File: config.mk
export PLATFORM = sky130hd
export DESIGN_NAME = mips_mc_controller
export DESIGN_NICKNAME = d
export VERILOG_FILES = /design/src/rtl/mips_ctrl_pkg.sv /design/src/rtl/mips_mc_controller_alu_decoder.sv /design/src/rtl/mips_mc_controller.sv
export SDC_FILE = /design/constraint.sdc
export NUM_CORES = 1
export LEC_CHECK = 0
export BUFFER_PORTS_ARGS = -buffer_cell sky130_fd_sc_hd__clkbuf_2
export CORE_ASPECT_RATIO = 0.9
export CORE_MARGIN = 4
export CORE_UTILIZATION = 25
export DETAILED_ROUTE_END_ITERATION = 10
export HOLD_SLACK_MARGIN = 0.08
export PLACE_DENSITY_LB_ADDON = 0.12
export SYNTH_ARGS = -nofsm -noshare
export SYNTH_HDL_FRONTEND = slang
export SYNTH_SLANG_ARGS = --single-unit
File: constraint.sdc
create_clock -name clk -period 2.4 [get_ports clk]
set_input_delay 0.12 -clock clk [delete_from_list [all_inputs] [get_ports clk]]
set_output_delay 0.12 -clock clk [all_outputs]
set_load 0.02 [all_outputs]
File: src/rtl/mips_ctrl_pkg.sv
// Shared encodings for the multicycle MIPS control unit and the ALU:
// FSM state codes, opcode/funct fields, ALUOp codes and ALUControl codes.
package mips_ctrl_pkg;

    localparam int unsigned STATE_W  = 4;
    localparam int unsigned OP_W     = 6;
    localparam int unsigned FUNCT_W  = 6;
    localparam int unsigned ALUOP_W  = 2;
    localparam int unsigned ALUCTL_W = 3;

    // Controller state encoding; codes 12-15 are illegal.
    typedef enum logic [STATE_W-1:0] {
        S_FETCH    = 4'd0,
        S_DECODE   = 4'd1,
        S_MEMADR   = 4'd2,
        S_MEMREAD  = 4'd3,
        S_MEMWB    = 4'd4,
        S_MEMWRITE = 4'd5,
        S_EXECUTE  = 4'd6,
        S_ALUWB    = 4'd7,
        S_BRANCH   = 4'd8,
        S_ADDIEX   = 4'd9,
        S_ADDIWB   = 4'd10,
        S_JUMP     = 4'd11
    } state_t;

    // Opcodes (instr[31:26])
    localparam logic [OP_W-1:0] OP_RTYPE = 6'b000000;
    localparam logic [OP_W-1:0] OP_J     = 6'b000010;
    localparam logic [OP_W-1:0] OP_BEQ   = 6'b000100;
    localparam logic [OP_W-1:0] OP_ADDI  = 6'b001000;
    localparam logic [OP_W-1:0] OP_LW    = 6'b100011;
    localparam logic [OP_W-1:0] OP_SW    = 6'b101011;

    // R-type funct codes (instr[5:0])
    localparam logic [FUNCT_W-1:0] FUNCT_ADD = 6'b100000;
    localparam logic [FUNCT_W-1:0] FUNCT_SUB = 6'b100010;
    localparam logic [FUNCT_W-1:0] FUNCT_AND = 6'b100100;
    localparam logic [FUNCT_W-1:0] FUNCT_OR  = 6'b100101;
    localparam logic [FUNCT_W-1:0] FUNCT_SLT = 6'b101010;

    // ALUOp: 00 add, 01 sub, 1x decode funct
    localparam logic [ALUOP_W-1:0] ALUOP_ADD   = 2'b00;
    localparam logic [ALUOP_W-1:0] ALUOP_SUB   = 2'b01;
    localparam logic [ALUOP_W-1:0] ALUOP_FUNCT = 2'b10;

    // ALUControl codes, shared with the ALU
    localparam logic [ALUCTL_W-1:0] ALUCTL_AND = 3'b000;
    localparam logic [ALUCTL_W-1:0] ALUCTL_OR  = 3'b001;
    localparam logic [ALUCTL_W-1:0] ALUCTL_ADD = 3'b010;
    localparam logic [ALUCTL_W-1:0] ALUCTL_SUB = 3'b110;
    localparam logic [ALUCTL_W-1:0] ALUCTL_SLT = 3'b111;

endpackage

File: src/rtl/mips_mc_controller_alu_decoder.sv
// ALU decoder: maps ALUOp and the R-type funct field to the 3-bit ALUControl.
// Ports:
//   i_alu_op        ALUOp from the controller FSM
//   i_funct         instruction funct field
//   o_alu_control_c combinational ALUControl
module alu_decoder
    import mips_ctrl_pkg::*;
(
    input  logic [ALUOP_W-1:0]  i_alu_op,
    input  logic [FUNCT_W-1:0]  i_funct,
    output logic [ALUCTL_W-1:0] o_alu_control_c
);

    // ALUOp 1x defers to funct; unknown funct falls back to add.
    always_comb begin
        o_alu_control_c = ALUCTL_ADD;
        if (i_alu_op[1]) begin
            case (i_funct)
                FUNCT_ADD: o_alu_control_c = ALUCTL_ADD;
                FUNCT_SUB: o_alu_control_c = ALUCTL_SUB;
                FUNCT_AND: o_alu_control_c = ALUCTL_AND;
                FUNCT_OR:  o_alu_control_c = ALUCTL_OR;
                FUNCT_SLT: o_alu_control_c = ALUCTL_SLT;
                default:   o_alu_control_c = ALUCTL_ADD;
            endcase
        end else if (i_alu_op[0]) begin
            o_alu_control_c = ALUCTL_SUB;
        end
    end

endmodule

File: src/rtl/mips_mc_controller.sv
// Multicycle MIPS control unit: Moore FSM sequencing fetch/decode/execute/
// memory/writeback and driving all datapath enables and mux selects.
// Ports:
//   clk, reset       rising-edge clock, async active-high reset (-> FETCH)
//   op, funct        instruction opcode and funct fields
//   Zero_Flag        ALU zero output, used only in BRANCH
//   ALUControl       ALU operation
//   ALUSrcA/ALUSrcB  ALU operand selects
//   PCSrc, IorD      next-PC and memory address selects
//   RegDst, MemtoReg register write address/data selects
//   IRWrite, MemWrite, RegWrite, PCEn  write enables (0 while reset)
//   state            current FSM state
module mips_mc_controller
    import mips_ctrl_pkg::*;
(
    input  logic                clk,
    input  logic                reset,
    input  logic [OP_W-1:0]     op,
    input  logic [FUNCT_W-1:0]  funct,
    input  logic                Zero_Flag,
    output logic [ALUCTL_W-1:0] ALUControl,
    output logic                ALUSrcA,
    output logic [1:0]          ALUSrcB,
    output logic [1:0]          PCSrc,
    output logic                IorD,
    output logic                RegDst,
    output logic                MemtoReg,
    output logic                IRWrite,
    output logic                MemWrite,
    output logic                RegWrite,
    output logic                PCEn,
    output logic [STATE_W-1:0]  state
);

    state_t              r_state;
    state_t              w_next_state;
    logic [ALUOP_W-1:0]  w_alu_op;
    logic                w_pc_write;
    logic                w_branch;
    logic                w_ir_write;
    logic                w_mem_write;
    logic                w_reg_write;

    // State register
    always_ff @(posedge clk or posedge reset) begin
        if (reset) begin
            r_state <= S_FETCH;
        end else begin
            r_state <= w_next_state;
        end
    end

    // Next-state logic; illegal codes recover to FETCH
    always_comb begin
        w_next_state = S_FETCH;
        case (r_state)
            S_FETCH:  w_next_state = S_DECODE;
            S_DECODE: begin
                case (op)
                    OP_LW, OP_SW: w_next_state = S_MEMADR;
                    OP_RTYPE:     w_next_state = S_EXECUTE;
                    OP_BEQ:       w_next_state = S_BRANCH;
                    OP_ADDI:      w_next_state = S_ADDIEX;
                    OP_J:         w_next_state = S_JUMP;
                    default:      w_next_state = S_FETCH;
                endcase
            end
            S_MEMADR:  w_next_state = (op == OP_LW) ? S_MEMREAD : S_MEMWRITE;
            S_MEMREAD: w_next_state = S_MEMWB;
            S_EXECUTE: w_next_state = S_ALUWB;
            S_ADDIEX:  w_next_state = S_ADDIWB;
            default:   w_next_state = S_FETCH;
        endcase
    end

    // Moore output decode
    always_comb begin
        w_alu_op    = ALUOP_ADD;
        ALUSrcA     = 1'b0;
        ALUSrcB     = 2'b00;
        PCSrc       = 2'b00;
        IorD        = 1'b0;
        RegDst      = 1'b0;
        MemtoReg    = 1'b0;
        w_ir_write  = 1'b0;
        w_mem_write = 1'b0;
        w_reg_write = 1'b0;
        w_pc_write  = 1'b0;
        w_branch    = 1'b0;
        case (r_state)
            S_FETCH: begin
                ALUSrcB    = 2'b01;
                w_ir_write = 1'b1;
                w_pc_write = 1'b1;
            end
            S_DECODE: ALUSrcB = 2'b11;
            S_MEMADR, S_ADDIEX: begin
                ALUSrcA = 1'b1;
                ALUSrcB = 2'b10;
            end
            S_MEMREAD: IorD = 1'b1;
            S_MEMWB: begin
                MemtoReg    = 1'b1;
                w_reg_write = 1'b1;
            end
            S_MEMWRITE: begin
                IorD        = 1'b1;
                w_mem_write = 1'b1;
            end
            S_EXECUTE: begin
                ALUSrcA  = 1'b1;
                w_alu_op = ALUOP_FUNCT;
            end
            S_ALUWB: begin
                RegDst      = 1'b1;
                w_reg_write = 1'b1;
            end
            S_BRANCH: begin
                ALUSrcA  = 1'b1;
                w_alu_op = ALUOP_SUB;
                PCSrc    = 2'b01;
                w_branch = 1'b1;
            end
            S_ADDIWB: w_reg_write = 1'b1;
            S_JUMP: begin
                PCSrc      = 2'b10;
                w_pc_write = 1'b1;
            end
            default: ;
        endcase
    end

    alu_decoder u_alu_decoder (
        .i_alu_op        (w_alu_op),
        .i_funct         (funct),
        .o_alu_control_c (ALUControl)
    );

    // Enables are gated by reset so an aborted instruction writes nothing
    assign IRWrite  = w_ir_write  & ~reset;
    assign MemWrite = w_mem_write & ~reset;
    assign RegWrite = w_reg_write & ~reset;
    assign PCEn     = (w_pc_write | (w_branch & Zero_Flag)) & ~reset;
    assign state    = STATE_W'(r_state);

endmodule

==> results.ini <==
[outcome]
outcome=finished, final reports clean

[job]
maxCapViolCount=0

[sta]
tns_ns=0
slew_headroom_pct=65.0
fin_ws_ns=0.563
fin_crit_sh_pct=76.5
slew_violations=0
max_freq_ghz=0.544
finalCriticalPeriod_ns=1.84
finalClockSkew_ns=0.00276
rsz0062_at_grt=no
hold_viol=0
finalSetupViolations=0
tightestPinTransition_ns=0.526

[global_route]
grt_use_total_pct=11.2
antenna_found_initial=0
grt_pass1_vias=518
grt_pass1_wl_um=2280
gr-total-overflow=0
grt_max_degree=18

[cts]
clk_pin_slew_ns=0.04
post_cts.repair.setup_buffers=0
cts_inserted_buffers=3
clk_latency_ns=0.23
htree_levels=1
clk_path_buf_depth=2
cts_tree=yes
cts_num_sinks=4
cts_root_buffer=clkbuf_4

[synthesis]
ys_ff_latch=4
synthMostInstantiatedCell=nor2_1
synth_edf_count=0
syn-num-nets=81
synth_area_leaders=dfrtp_1 (21%), nor2_1 (7.0%), nor3_2 (6.2%)
synth-async-reset-ratio_pct=100
synth_top_area_cell=dfrtp_1
synthCells=66
ys_warn_count=0
ys_seq_area_share_pct=20.7
synth-main-ff-cell=dfrtp_1
avgSynthCellArea_um2=7.34
ys_types=31
synth_top_area_share_pct=20.7
synthTopCellsByCount=nor2_1 (9), nand2_1 (6), dfrtp_1 (4), inv_1 (4), nor3b_1 (4)
syn_area_um2=484

[route]
vias=620
drt-met1-wl_um=683
drcViolationCount=0
postRouteAntennaNets=0
wl_per_cell_um=12.0
wl_met2_um=683
routed_via_density=5.00
dr.pass1.iters=4
dr.max_layer_used=met3
drtIter0Drc=10
wl_met3_um=115
routed_wirelength_um=1480

[place]
gp_congestion=0.775
place_area_um2=662
post-place-ws_ns=0.820
port_buffers=33
placed_cells=120
hpwl_um=1180

[setup_path]
critPathMaxFanout=13
crit_buf_inv=2
cpPeakStageDelay_ns=0.62
worstPathArrival_ns=1.72
path_cells=inv_2 > or3_4 > a21oi_1 > clkbuf_2
crit_family=flip-flops
required_ns=2.28
endpoint_kind=primary output
path_class=flop to primary output
start_kind=flop
cp_slowest_cell=dfrtp_1

[layout]
drive_gt1_share_pct=44.0
final_nets=117
num_antenna_cells=0
syn_to_final_growth_pct=43.4
stdcell_count=124
utilization_pct=39.6
largest_register_ff_count=4
design_area_um2=694

[power_and_ir_drop]
ir_drop_uv=278
p_leak_nw=0.343
powerDensity_nw_per_um2=701

[hold_path]
hold_class=input pin to flop

[floorplanning]
initial_core_util_pct=27.6
coreArea_um2=1750
die_h_um=49.8
die_area_um2=2710
rows=14
die_width_um=54.4
pin_count=34

-- where the power goes --
group | total, mW | internal, mW | switching [mW]
Clock | 0.0818 | 0.0558 | 0.0260
Combinational | 0.259 | 0.102 | 0.157
Sequential | 0.146 | 0.0816 | 0.0648
-- per-layer routing --
metal	up-vias	GRT usage, %
met3	0	4.52
met1	285	15.7
li1	315	-
met2	20	15.9
met5	-	0
met4	0	2.49
-- final cells by class --
cell class / count / area (um^2)
fill: 196 / 1060
timing repair buffer: 34 / 175
sequential: 4 / 100
inverter: 5 / 18.8
tap: 24 / 30.0
clock buffer: 3 / 22.5
multi-input combinational: 54 / 348
-- path summary, 6_finish.rpt --
kind	cells past startpoint	startpoint	end	slack, ns
max	4	state[1]$_DFF_PP0_	ALUSrcB[1]	0.56
min	3	op[2]	state[3]$_DFF_PP0_	0.21
max reg2reg	3	state[1]$_DFF_PP0_	state[1]$_DFF_PP0_	1.01
min reg2reg	1	state[3]$_DFF_PP0_	state[0]$_DFF_PP0_	0.68
max in group asynchronous	3	reset	state[2]$_DFF_PP0_	1.88
min in group asynchronous	3	reset	state[1]$_DFF_PP0_	0.37
-- timing repair --
action                                 4_1_cts  5_1_grt
hold buffers                                 1        0
endpoints found under the hold margin        4        0
gates resized for setup                      0        0
-- cells by family (layout without fill, tap and decap cells) --
kind of cell    Yosys count  in the layout  synth area share (%)
simple gates             37             37                  45.0
compound gates           15             15                  23.3
buf+inv                   8             42                  7.49
flops                     4              4                  20.7
xor+xnor                  2              2                  3.62
-- worst reg2reg max path: cells and delay by family, from the launching register on --
kind,cells,cell delay (ns)
buffers and inverters,1,0.11
AO/OA/AOI/OAI,1,0.16
AND/OR/NAND/NOR,1,0.42
flip-flops,1,0.62
-- per-stage QoR --
| stage | hold WS [ns] | power (mW) |
|---|---|---|
| after global placement | 0.0587 | 0.409 |
| after detailed placement | 0.0580 | 0.408 |
| after floorplan | -0.114 | 0.323 |
| after global routing | 0.204 | 0.534 |
| after CTS | 0.203 | 0.495 |
| final | 0.209 | 0.487 |
-- cells in the final DEF, fill, tap and decap left out, types with 2 or more instances in the layout --
master / n
clkbuf_2: 33
nor2_1: 9
nand2_1: 6
inv_1: 4
nor3b_1: 4
dfrtp_1: 4
nand3_1: 3
nor3_2: 3
a21oi_1: 3
clkbuf_4: 3
xor2_1: 2
nand4_1: 2
a311oi_1: 2
and3_1: 2
nor3_1: 2
o21ai_1: 2
Note: power is estimated with default switching activity, not from simulation.
